### config.mk
export PLATFORM = sky130hd
export DESIGN_NAME = lsu_ctrl
export DESIGN_NICKNAME = d
export VERILOG_FILES = /design/src/rtl/lsu_ctrl.sv
export SDC_FILE = /design/constraint.sdc
export NUM_CORES = 1
export LEC_CHECK = 0
export CORE_UTILIZATION = 47
export CTS_CLUSTER_SIZE = 30
export DETAILED_ROUTE_END_ITERATION = 8
export MAX_ROUTING_LAYER = met4
export PLACE_DENSITY = 0.88
export SLEW_MARGIN = 20
export SYNTH_ARGS = -nofsm -noshare
export SYNTH_HDL_FRONTEND = slang
export SYNTH_SLANG_ARGS = --single-unit
### constraint.sdc
create_clock -name clk -period 4.4 [get_ports clk]
set_input_delay 0.88 -clock clk [delete_from_list [all_inputs] [get_ports clk]]
set_output_delay 0.88 -clock clk [all_outputs]
set_load 0.01 [all_outputs]
### src/rtl/lsu_ctrl.sv
// Load/store unit controller: sequences single-word data-memory accesses for the pipeline,
// including read-modify-write for byte/halfword stores and sign/zero extension for loads.
module lsu_ctrl #(
    parameter int DM_ADDRESS = 9,
    parameter int DATA_W     = 32
) (
    input  logic                  clk,
    input  logic                  reset,
    input  logic                  req_valid,
    output logic                  req_ready,
    input  logic                  req_we,
    input  logic [2:0]            funct3,
    input  logic [31:0]           addr,
    input  logic [DATA_W-1:0]     store_data,
    output logic                  resp_valid,
    output logic [DATA_W-1:0]     load_data,
    output logic                  access_err,
    output logic                  mem_read,
    output logic                  mem_write,
    output logic [DM_ADDRESS-1:0] mem_addr,
    output logic [DATA_W-1:0]     mem_wd,
    input  logic [DATA_W-1:0]     mem_rd
);

    // state  | meaning
    // IDLE   | ready for a request
    // LOAD   | mem_read asserted, load word captured at cycle end
    // WRITE  | mem_write asserted with the full store word
    // RMW_RD | mem_read asserted, word captured and merged
    // RMW_WR | mem_write asserted with the merged word
    // RESP   | resp_valid pulse, results presented
    typedef enum logic [2:0] {IDLE, LOAD, WRITE, RMW_RD, RMW_WR, RESP} state_t;

    state_t            state;
    logic [2:0]        f3_q;
    logic [1:0]        off_q;
    logic [15:0]       sd_q;
    logic              rd_q;
    logic              wr_q;
    logic              req_err;
    logic [4:0]        b_lsb;
    logic [4:0]        h_lsb;
    logic [7:0]        byte_sel;
    logic [15:0]       half_sel;
    logic [DATA_W-1:0] load_ext;
    logic [DATA_W-1:0] merged;
    logic              unused_addr;

    assign unused_addr = ^addr[31:DM_ADDRESS+2];

    // Strobes are gated by reset so an in-flight write never lands on the reset edge.
    assign mem_read  = rd_q & ~reset;
    assign mem_write = wr_q & ~reset;

    always_comb begin
        req_err = 1'b0;
        if (req_we)
            req_err = funct3[2] | (funct3[1:0] == 2'b11);
        else
            req_err = (funct3 == 3'b011) || (funct3 == 3'b110) || (funct3 == 3'b111);
        if ((funct3[1:0] == 2'b01) && addr[0])
            req_err = 1'b1;
        if ((funct3[1:0] == 2'b10) && (addr[1:0] != 2'b00))
            req_err = 1'b1;
    end

    assign b_lsb    = {off_q, 3'b000};
    assign h_lsb    = {off_q[1], 4'b0000};
    assign byte_sel = mem_rd[b_lsb +: 8];
    assign half_sel = mem_rd[h_lsb +: 16];

    always_comb begin
        load_ext = mem_rd;
        case (f3_q)
            3'b000:  load_ext = {{(DATA_W-8){byte_sel[7]}}, byte_sel};
            3'b001:  load_ext = {{(DATA_W-16){half_sel[15]}}, half_sel};
            3'b100:  load_ext = {{(DATA_W-8){1'b0}}, byte_sel};
            3'b101:  load_ext = {{(DATA_W-16){1'b0}}, half_sel};
            default: load_ext = mem_rd;
        endcase
    end

    always_comb begin
        merged = mem_rd;
        if (f3_q[1:0] == 2'b00)
            merged[b_lsb +: 8] = sd_q[7:0];
        else
            merged[h_lsb +: 16] = sd_q;
    end

    always_ff @(posedge clk) begin
        if (reset) begin
            state      <= IDLE;
            req_ready  <= 1'b1;
            resp_valid <= 1'b0;
            load_data  <= '0;
            access_err <= 1'b0;
            rd_q       <= 1'b0;
            wr_q       <= 1'b0;
            mem_addr   <= '0;
            mem_wd     <= '0;
            f3_q       <= '0;
            off_q      <= '0;
            sd_q       <= '0;
        end else begin
            resp_valid <= 1'b0;
            case (state)
                IDLE: begin
                    if (req_valid) begin
                        f3_q      <= funct3;
                        off_q     <= addr[1:0];
                        sd_q      <= store_data[15:0];
                        mem_addr  <= addr[DM_ADDRESS+1:2];
                        req_ready <= 1'b0;
                        if (req_err) begin
                            state      <= RESP;
                            resp_valid <= 1'b1;
                            access_err <= 1'b1;
                            load_data  <= '0;
                        end else if (!req_we) begin
                            state <= LOAD;
                            rd_q  <= 1'b1;
                        end else if (funct3[1:0] == 2'b10) begin
                            state  <= WRITE;
                            wr_q   <= 1'b1;
                            mem_wd <= store_data;
                        end else begin
                            state <= RMW_RD;
                            rd_q  <= 1'b1;
                        end
                    end
                end
                LOAD: begin
                    rd_q       <= 1'b0;
                    load_data  <= load_ext;
                    access_err <= 1'b0;
                    resp_valid <= 1'b1;
                    state      <= RESP;
                end
                WRITE, RMW_WR: begin
                    wr_q       <= 1'b0;
                    load_data  <= '0;
                    access_err <= 1'b0;
                    resp_valid <= 1'b1;
                    state      <= RESP;
                end
                RMW_RD: begin
                    rd_q   <= 1'b0;
                    wr_q   <= 1'b1;
                    mem_wd <= merged;
                    state  <= RMW_WR;
                end
                RESP: begin
                    req_ready <= 1'b1;
                    state     <= IDLE;
                end
                default: begin
                    rd_q      <= 1'b0;
                    wr_q      <= 1'b0;
                    req_ready <= 1'b1;
                    state     <= IDLE;
                end
            endcase
        end
    end

endmodule

==> results_dict.tcl <==
set metrics [dict create \
    drc 0 \
    leakage_nw 2.444 \
    antenna_cells 0 \
    drt_first_pass_iters 6 \
    setup_ws_ns 0.9244 \
    clockBufferDepth 2 \
    wl_per_cell_um 19.16 \
    timing.rr.start "off_q[1]" \
    p_per_area_nw_per_um2 299.9 \
    dp_slack_ns 0.6335 \
    rrSetupSlack_ns 1.39 \
    top_layer_used "met4" \
    holdPathStages 2 \
    holdCritPathClass "register to register" \
    die_area_um2 11400 \
    wl_met1_mm 7.078 \
    drt-vias-per-instance 6.117 \
    critPathLaunch "req_valid" \
    first_global_vias 5167 \
    synth_edf_count 0 \
    finalWeightedCongestion 0.9340 \
    critPathArrivalTime_ns 3.73 \
    drv_slew 0 \
    rsz0062_at_grt "no" \
    clk_latency_ns 0.38 \
    netlist_instances 607 \
    grt_pass1_wl_mm 26.45 \
    hold_violations 0 \
    avgSynthCellArea_um2 8.503 \
    grt_max_degree 58 \
    clk_pin_slew_worst_paths_ns 0.10 \
    numCtsBuffers 9 \
    drive_above_1_share_pct 6.495 \
    start_kind "primary input" \
    ant_nets 0 \
    ir_drop_mv 0.1551 \
    start_util_pct 49.33 \
    cts.repair.resized 0 \
    status "completed" \
    min_period_over_period_pct 78.99 \
    antenna_found_initial 0 \
    dpl_cell_area_um2 6748 \
    synth.distinct_cells 56 \
    cts_tree "done" \
    min_period_ns 3.476 \
    yosysSeqAreaShare_pct 39.56 \
    num-fill-cells 840 \
    slew_headroom_pct 31.09 \
    max_freq_mhz 287.7 \
    ctsHtreeMaxLevel 3 \
    cap_violations 0 \
    io_pins 181 \
    final.setup.tns_ns 0 \
    tightest_slew_ns 1.031 \
    postCtsSetupBuffers 0 \
    cp_max_fo 24 \
    min_to "mem_addr[8]" \
    core_um2 10460 \
    met3_length_mm 1.515 \
    fin_util_pct 66.28 \
    placed_cells 859 \
    finalNonFillerCells 875 \
    synth_top_flop_cell "dfxtp_1" \
    required_ns 4.65 \
    die_x_um 106.8 \
    reg2reg_depth 6 \
    yosys_register_bits 102 \
    postLayoutCellArea_um2 6934 \
    dp_hpwl_mm 12.34 \
    die_y_um 106.8 \
    end_kind "register" \
    num_vias 5352 \
    hp-start "mem_addr[8]" \
    r2r_end "mem_wd[26]" \
    grt-ovfl-total 0 \
    root_buffer "clkbuf_8" \
    netlist_area_um2 5161 \
    nNetsFinal 842 \
    rows 37 \
    syn_nets 715 \
    ys_warn_count 0 \
    finalSetupViolCount 0 \
    io_buffer_count 159 \
    fin_worst_skew_ns 0.01116 \
    ys_async_sr_fraction_pct 0 \
    grt_usage_pct 30.34 \
    clock_sinks 102 \
    critPathKind "primary input to register" \
    drt_iter0_markers 474 \
    syn2layout_area_growth_pct 34.35 \
    ctsHoldBuffers 0 \
    met2WireLength_mm 7.774 \
    wl_mm 16.77 \
]
## synth_stat cells (3+ instances only)
master       n  area share, %
o21ai_0     11            1.1
buf_6        3           0.65
ha_1         5            1.2
nand3b_1    16            2.3
a21o_1       8            1.2
buf_1        3           0.22
clkbuf_1    30            2.2
mux2i_1     25            4.8
a21oi_1     69            6.7
a32oi_1      8            1.4
buf_2       13            1.3
nor2_1      23            1.7
o221ai_1     8            1.4
a221o_1     22            4.3
dfxtp_1    102             40
nor2b_1     17            2.1
nor3_1      13            1.3
a311oi_1     8            1.4
inv_1       24            1.7
a221oi_1     9            1.5
buf_4        3           0.44
o221a_2      7            1.5
nand2_1    108            7.9
o211ai_1     8            1.2
o2bb2ai_1   16            2.7
nor4_1       8           0.97
## how the worst max path moves through the flow
stage | endpoint | cells after the start | slack [ns]
2_1_floorplan | mem_read | 4 | 1.74
3_3_place_gp | mem_wd[5] | 6 | 0.73
3_5_place_dp | mem_wd[4] | 6 | 0.63
4_1_cts | mem_wd[4] | 6 | 1.02
5_1_grt | mem_wd[3] | 6 | 0.72
6_report | mem_wd[4] | 6 | 0.92
## final cells by class
cell class              count  area (um2)  area share [%]
inverters                  24       90.09           1.299
clock inverters             6       46.29          0.6676
clock buffers              10       137.6           1.985
repair buffers            168        1654           23.85
flip-flops and latches    102        2043           29.47
well taps                 136       170.2           2.454
multi-input cells         429        2793           40.27
## placed cells by master (no fill, tap or decap), types with 17 or more instances in the layout
cell type / count
nor2_1: 23
nor2b_1: 17
nand2_1: 107
clkdlybuf4s50_1: 158
mux2i_1: 25
inv_1: 24
dfxtp_1: 101
a221o_1: 22
a21oi_1: 69
## cells by family (layout without fill, tap and decap cells)
family	count (synthesis)	in the layout	share of synthesized area [%]
AOI/OAI and AO/OA	189	189	26.74
adders and majority gates	5	5	1.212
buffers and inverters	76	208	6.497
DFF	102	102	39.56
muxes	28	28	5.721
and+or+nand+nor	207	207	20.27
## flip-flops by register name (all words and copies together) (netlist names), 2 cells and up
signal	cells
off_q	2
sd_q	16
state	3
f3_q	3
mem_addr	9
mem_wd	32
load_data	32
## metal layers
layer	up-vias	track usage, %
met1	2554	38.60
met4	0	10.47
met2	286	47.65
met5	-	-
li1	2474	-
met3	38	6.626
## critical path, stage by stage
cell and delay (ns):
clkdlybuf4s50_1 0.60, nor4b_4 0.67, buf_4 0.33, nand3_1 0.74, nand3b_1 0.36, a32oi_1 0.12
## stage by stage
| step | power [mW] | hold slack (ns) |
|---|---|---|
| after detailed placement | 1.520 | 0.4421 |
| final | 2.080 | 0.4581 |
| after global routing | 2.159 | 0.4793 |
| after floorplan | 1.298 | 0.4489 |
| after global placement | 1.502 | 0.4336 |
| after CTS | 2.075 | 0.4610 |
## where the power goes
| group | internal (mW) | switching, mW | leakage (nW) | total [mW] |
|---|---|---|---|---|
| clock | 0.224 | 0.346 | 0.0889 | 0.570 |
| combinational | 0.237 | 0.239 | 1.53 | 0.476 |
| sequential | 0.976 | 0.0586 | 0.830 | 1.03 |
| total | 1.44 | 0.643 | 2.44 | 2.08 |
(Power assumes the default switching activity.)
